## config.mk

```make
export PLATFORM = sky130hd
export DESIGN_NAME = mb_sel_ctl
export DESIGN_NICKNAME = d
export VERILOG_FILES = /design/src/rtl/mb_pkg.sv /design/src/rtl/mb_wd_seq.sv /design/src/rtl/mb_sel_ctl.sv
export SDC_FILE = /design/constraint.sdc
export NUM_CORES = 1
export LEC_CHECK = 0
export CAP_MARGIN = 15
export CELL_PAD_IN_SITES_DETAIL_PLACEMENT = 1
export CELL_PAD_IN_SITES_GLOBAL_PLACEMENT = 1
export CORE_ASPECT_RATIO = 1.75
export CORE_UTILIZATION = 38
export DETAILED_ROUTE_END_ITERATION = 6
export PLACE_DENSITY_LB_ADDON = 0.05
export SLEW_MARGIN = 20
export SYNTH_ARGS = -nofsm -noshare
export SYNTH_HDL_FRONTEND = slang
export SYNTH_SLANG_ARGS = --single-unit
```

## constraint.sdc

```tcl
create_clock -name clk_mb_ctl_h -period 5.7 [get_ports clk_mb_ctl_h]
set_input_delay 1.14 -clock clk_mb_ctl_h [delete_from_list [all_inputs] [get_ports clk_mb_ctl_h]]
set_output_delay 1.14 -clock clk_mb_ctl_h [all_outputs]
set_load 0.005 [all_outputs]
```

## src/rtl/mb_pkg.sv

```systemverilog
// mb_pkg: shared FSM state, MB source codes and word pointer type for the MB select controller
package mb_pkg;
  typedef enum logic [1:0] {S_IDLE, S_LOAD, S_MWAIT, S_DONE} mb_state_t;
  localparam logic [2:0] MBSEL_AR    = 3'd0;
  localparam logic [2:0] MBSEL_CACHE = 3'd1;
  localparam logic [2:0] MBSEL_MEM   = 3'd2;
  localparam logic [2:0] MBSEL_CHBUF = 3'd3;
  typedef logic [1:0] wd_ptr_t;
endpackage

```

## src/rtl/mb_wd_seq.sv

```systemverilog
// mb_wd_seq: MB word pointer/count stepper with modulo-4 wrap, direction and last-word flag
module mb_wd_seq
  import mb_pkg::*;
(
  input  logic       clk,
  input  logic       rst,
  input  logic       load_i,
  input  logic       step_i,
  input  wd_ptr_t    first_i,
  input  logic [2:0] cnt_i,
  input  logic       desc_i,
  output wd_ptr_t    ptr_o,
  output logic       last_o
);
  wd_ptr_t    ptr_q, ptr_d;
  logic [2:0] cnt_q, cnt_d;
  logic       desc_q, desc_d;
  always_comb begin
    ptr_d  = load_i ? first_i : step_i ? (desc_q ? ptr_q - 2'd1 : ptr_q + 2'd1) : ptr_q;
    cnt_d  = load_i ? ((cnt_i == 3'd0) ? 3'd4 : cnt_i) : step_i ? cnt_q - 3'd1 : cnt_q;
    desc_d = load_i ? desc_i : desc_q;
  end
  always_ff @(posedge clk) begin
    if (rst) begin
      ptr_q  <= '0;
      cnt_q  <= '0;
      desc_q <= 1'b0;
    end else begin
      ptr_q  <= ptr_d;
      cnt_q  <= cnt_d;
      desc_q <= desc_d;
    end
  end
  assign ptr_o  = ptr_q;
  assign last_o = (cnt_q == 3'd1);
endmodule

```

## src/rtl/mb_sel_ctl.sv

```systemverilog
// mb_sel_ctl: MB source arbitration, select and per-word hold sequencing (MB_CH_REVERSE_EN enables descending channel transfers)
module mb_sel_ctl
  import mb_pkg::*;
#(
  parameter int MEM_TIMEOUT = 15
) (
  input  logic       clk_mb_ctl_h,
  input  logic       mr_reset_h,
  input  logic       mem_req_h,
  input  logic [1:0] mem_first_wd_h,
  input  logic [2:0] mem_wd_cnt_h,
  input  logic       mem_data_valid_h,
  input  logic       ch_req_h,
  input  logic [1:0] ch_first_wd_h,
  input  logic [2:0] ch_wd_cnt_h,
  input  logic       ch_reverse_h,
  input  logic       cache_req_h,
  input  logic [1:0] cache_wd_h,
  input  logic       ar_req_h,
  input  logic [1:0] ar_wd_h,
  output logic       mem_gnt_h,
  output logic       ch_gnt_h,
  output logic       cache_gnt_h,
  output logic       ar_gnt_h,
  output logic       mb_in_sel_1_h,
  output logic       mb_in_sel_2_h,
  output logic       mb_in_sel_4_h,
  output logic [3:0] mb_hold_in_h,
  output logic       mb_sel_hold_h,
  output logic       mb_done_h,
  output logic       mb_nxm_h,
  output logic       mb_busy_h
);
  localparam logic [5:0] TMO = 6'(MEM_TIMEOUT - 1);
  mb_state_t  state_q, state_d;
  logic [3:0] gnt_q, gnt_d, req_gnt;
  logic [2:0] sel_q, sel_d, req_sel, req_cnt;
  logic [5:0] tmr_q, tmr_d;
  logic       nxm_q, nxm_d, any_req, req_desc, load, step, last;
  wd_ptr_t    req_first, ptr;
  assign any_req   = mem_req_h | ch_req_h | cache_req_h | ar_req_h;
  assign req_gnt   = mem_req_h ? 4'b0001 : ch_req_h ? 4'b0010 : cache_req_h ? 4'b0100 : 4'b1000;
  assign req_sel   = mem_req_h ? MBSEL_MEM : ch_req_h ? MBSEL_CHBUF : cache_req_h ? MBSEL_CACHE : MBSEL_AR;
  assign req_first = mem_req_h ? mem_first_wd_h : ch_req_h ? ch_first_wd_h : cache_req_h ? cache_wd_h : ar_wd_h;
  assign req_cnt   = mem_req_h ? mem_wd_cnt_h : ch_req_h ? ch_wd_cnt_h : 3'd1;
`ifdef MB_CH_REVERSE_EN
  assign req_desc  = !mem_req_h && ch_req_h && ch_reverse_h;
`else
  assign req_desc  = ch_reverse_h & 1'b0;
`endif
  mb_wd_seq u_seq (
    .clk    (clk_mb_ctl_h),
    .rst    (mr_reset_h),
    .load_i (load),
    .step_i (step),
    .first_i(req_first),
    .cnt_i  (req_cnt),
    .desc_i (req_desc),
    .ptr_o  (ptr),
    .last_o (last)
  );
  always_comb begin
    state_d = state_q;
    gnt_d   = gnt_q;
    sel_d   = sel_q;
    tmr_d   = tmr_q;
    nxm_d   = 1'b0;
    load    = 1'b0;
    step    = 1'b0;
    case (state_q)
      S_IDLE: if (any_req) begin
        load    = 1'b1;
        gnt_d   = req_gnt;
        sel_d   = req_sel;
        tmr_d   = '0;
        state_d = mem_req_h ? S_MWAIT : S_LOAD;
      end
      S_LOAD: begin
        step    = 1'b1;
        state_d = last ? S_DONE : S_LOAD;
      end
      S_MWAIT: if (mem_data_valid_h) begin
        step    = 1'b1;
        tmr_d   = '0;
        state_d = last ? S_DONE : S_MWAIT;
      end else if (tmr_q == TMO) begin
        state_d = S_IDLE;
        gnt_d   = '0;
        nxm_d   = 1'b1;
      end else begin
        tmr_d   = tmr_q + 6'd1;
      end
      S_DONE: begin
        state_d = S_IDLE;
        gnt_d   = '0;
      end
    endcase
  end
  always_ff @(posedge clk_mb_ctl_h) begin
    if (mr_reset_h) begin
      state_q <= S_IDLE;
      gnt_q   <= '0;
      sel_q   <= MBSEL_AR;
      tmr_q   <= '0;
      nxm_q   <= 1'b0;
    end else begin
      state_q <= state_d;
      gnt_q   <= gnt_d;
      sel_q   <= sel_d;
      tmr_q   <= tmr_d;
      nxm_q   <= nxm_d;
    end
  end
  assign {ar_gnt_h, cache_gnt_h, ch_gnt_h, mem_gnt_h}    = gnt_q;
  assign {mb_in_sel_4_h, mb_in_sel_2_h, mb_in_sel_1_h} = sel_q;
  assign mb_hold_in_h  = (state_q == S_LOAD || (state_q == S_MWAIT && mem_data_valid_h)) ? ~(4'b0001 << ptr) : 4'hF;
  assign mb_sel_hold_h = (state_q == S_IDLE);
  assign mb_done_h     = (state_q == S_DONE);
  assign mb_nxm_h      = nxm_q;
  assign mb_busy_h     = (state_q != S_IDLE);
endmodule

```

==> impl_metrics.yaml <==
worst_setup_path:
  cp-end-kind: "output port"
  crit_type: "input port to output port"
  cpMostUsedCell: "clkdlybuf4s50_1"
  max_stage_delay_ps: 530
  crit_chain: "clkdlybuf4s50_1, a21o_1, nand2_1, clkdlybuf4s50_1"
  critPathMaxFanout: 8
  critPathTopFamily: "buffers and inverters"
  arrival_ps: 2500
  crit_required_ps: 4560
  critPathSlowestCell: "clkdlybuf4s50_1"
  critPathLaunchType: "input port"
  cp_num_buf_inv: 2
  reg2reg_slack_ps: 3600
finish:
  utilization: 0.517
  syn2layout_area_growth_pct: 27.0
  final.fill_count: 438
  postLayoutCellArea_sq_um: 1780
  num_antenna_cells: 0
  nets: 224
  drive_gt1_frac: 0.0585
clock_network:
  cts_resized: 0
  hold_buffers: 0
  cts_tree: "yes"
  cts_sinks: 20
  cts-root-buf: "clkbuf_8"
  ctsHtreeMaxLevel: 1
  path_clk_slew_ps: 80
  post_cts.repair.setup_buffers: 0
  cts_buffers: 3
  clk_latency_ps: 270
  cts_buffer_depth: 2
synthesis:
  synth_area_leader_cell: "dfxtp_1"
  netlist_top_cells_area: "dfxtp_1 29%, ha_1 12%, mux2i_1 5.0%"
  async_flop_share: 0
  ys_seq_area_frac: 0.286
  avgSynthCellArea_sq_um: 8.73
  synth_most_common_cell: "dfxtp_1"
  ys_warn_count: 0
  syn_inst: 160
  yosys.cell_types.count: 46
  synth_seq_cells: 20
  yosysTopAreaCellShare: 0.286
  synthesis.area_sq_um: 1400
  synth_edf_count: 0
  synthTopCellsByCount: "20 x dfxtp_1, 13 x ha_1, 11 x inv_1, 11 x nand2_1, 8 x a21oi_1"
  syn_nets: 195
  synthFlopType: "dfxtp_1"
hold_path:
  hold_path_class: "register to register"
drt:
  detail-route-antenna-nets: 0
  wl_per_cell_um: 15.3
  vias_per_cell: 5.39
  totalWireLength_um: 3570
  drc_errors: 0
  drtIter0Drc: 27
  detail_route.first_pass.iterations: 4
  num_vias: 1257
floorplan:
  io_pins: 37
  core-area_sq_um: 3430
  die_w_um: 47.8
  die_h_um: 82.2
  die-area_sq_um: 3930
  rows: 28
  initial_core_util: 0.407
placement:
  place_congestion: 0.709
  dpl.hpwl_um: 2890
  port_buffers: 34
  place_area_sq_um: 1720
global_route:
  grt_pass1_vias: 1328
  grt_pass1_wl_um: 5680
  grt_max_degree: 23
  grt_antenna_before_repair: 0
  grt_overflow: 0
  track_usage: 0.199
run_status:
  status: "complete, no violations"
timing:
  period_needed_ps: 3640
  rsz0062_at_grt: "no"
  hold_viol_final: 0
  worst_slew_pin_slew_ps: 791
  finalCritPeriodShare: 0.639
  setup_viol: 0
  tns_ps: 0
  finalMaxSlewViolations: 0
  slew_headroom: 0.471
  fmax_mhz: 275
  fin_worst_skew_ps: 5.06
power_and_ir_drop:
  max-vdd-ir-drop_uv: 171
  p_per_area_nw_per_um2: 388
  p_leak_uw: 0.000688
flow_run:
  drv_cap: 0
-- state kept, by name, indices dropped and copies added (netlist names) --
register / cells
u_seq.ptr_o: 2
sel_q: 2
tmr_q: 6
gnt_q: 4
state_q: 2
mb_nxm_h: 1
u_seq.cnt_q: 3
-- worst register-to-register path, stage by stage, from the launching register on --
cell and delay, ps:
dfxtp_1 340, inv_1 130, ha_1 310, inv_1 100
nor4b_2 480, o21bai_2 280, mux2_1 360
-- logic make-up (layout without fill, tap and decap cells) --
kind of cell / after synthesis / after routing / share of synthesized area
AOI/OAI and AO/OA: 39 / 39 / 0.205
other: 1 / 1 / 0.00268
muxes: 8 / 8 / 0.0582
and+or+nand+nor: 54 / 54 / 0.224
buffers and inverters: 21 / 49 / 0.0824
DFF: 20 / 20 / 0.286
adders and majority gates: 13 / 13 / 0.116
xor gates and xnor gates: 4 / 4 / 0.0251
-- power breakdown --
| part | internal (uW) | total (uW) | switching, uW |
|---|---|---|---|
| registers | 172 | 195 | 23.0 |
| clock network | 61.7 | 115 | 53.2 |
| logic | 177 | 378 | 201 |
| total | 411 | 688 | 277 |
-- per-stage QoR --
stage | total power, uW | std cells | worst slack (ps) | hold WS, ps
6_report | 688 | 233 | 2060 | 475
5_1_grt | 736 | 233 | 2000 | 517
4_1_cts | 696 | 233 | 2040 | 480
3_5_place_dp | 580 | 229 | 2040 | 468
3_3_place_gp | 562 | 229 | 2090 | 450
2_1_floorplan | 459 | 160 | 3130 | 453
-- placed cells by master, fill, tap and decap left out, types with 2 or more instances in the layout --
cell type        synthesis  layout
a21boi_1                 3       3
o21ai_0                  7       7
inv_1                   11      11
mux2i_1                  7       7
o22ai_1                  2       2
nand2b_1                 7       7
and4b_1                  2       2
ha_1                    13      13
clkdlybuf4s50_1          0      34
nor3b_1                  2       2
a21o_1                   2       2
nor2b_1                  3       3
nor3_1                   4       4
nor2_1                   7       7
or3_1                    2       2
a21oi_1                  8       8
o31ai_1                  4       4
xnor2_1                  3       3
dfxtp_1                 20      20
nand3_1                  5       5
clkbuf_8                 0       4
a211oi_1                 2       2
nand3b_1                 2       2
or4_1                    3       3
nand2_1                 11      11
a221oi_1                 2       2
-- path summary, 6_finish.rpt --
path / startpoint / endpoint / depth (start not counted)
setup / recovery: mem_data_valid_h / mb_hold_in_h[2] / 4
hold / removal: sel_q[1] / sel_q[1] / 2
setup reg to reg: state_q[1] / gnt_q[3] / 6
hold reg to reg: sel_q[1] / sel_q[1] / 2
-- final cells by class --
type                    instances  area, sq um  share of cell area
multi-input cells             119          882               0.497
flip-flops and latches         20          400               0.226
repair buffers                 34          340               0.192
well taps                      45         56.3              0.0317
clock buffers                   4         55.1              0.0310
inverters                      11         41.3              0.0233
-- routing by layer --
layer / up-vias / wire (um) / global-route usage
li1: 619 / - / -
met1: 609 / 1270 / 0.188
met2: 25 / 2170 / 0.393
met3: 4 / 86 / 0.0196
met4: 0 / 50 / 0.0861
met5: - / 0 / 0
Power figures use the tool's default switching activity.
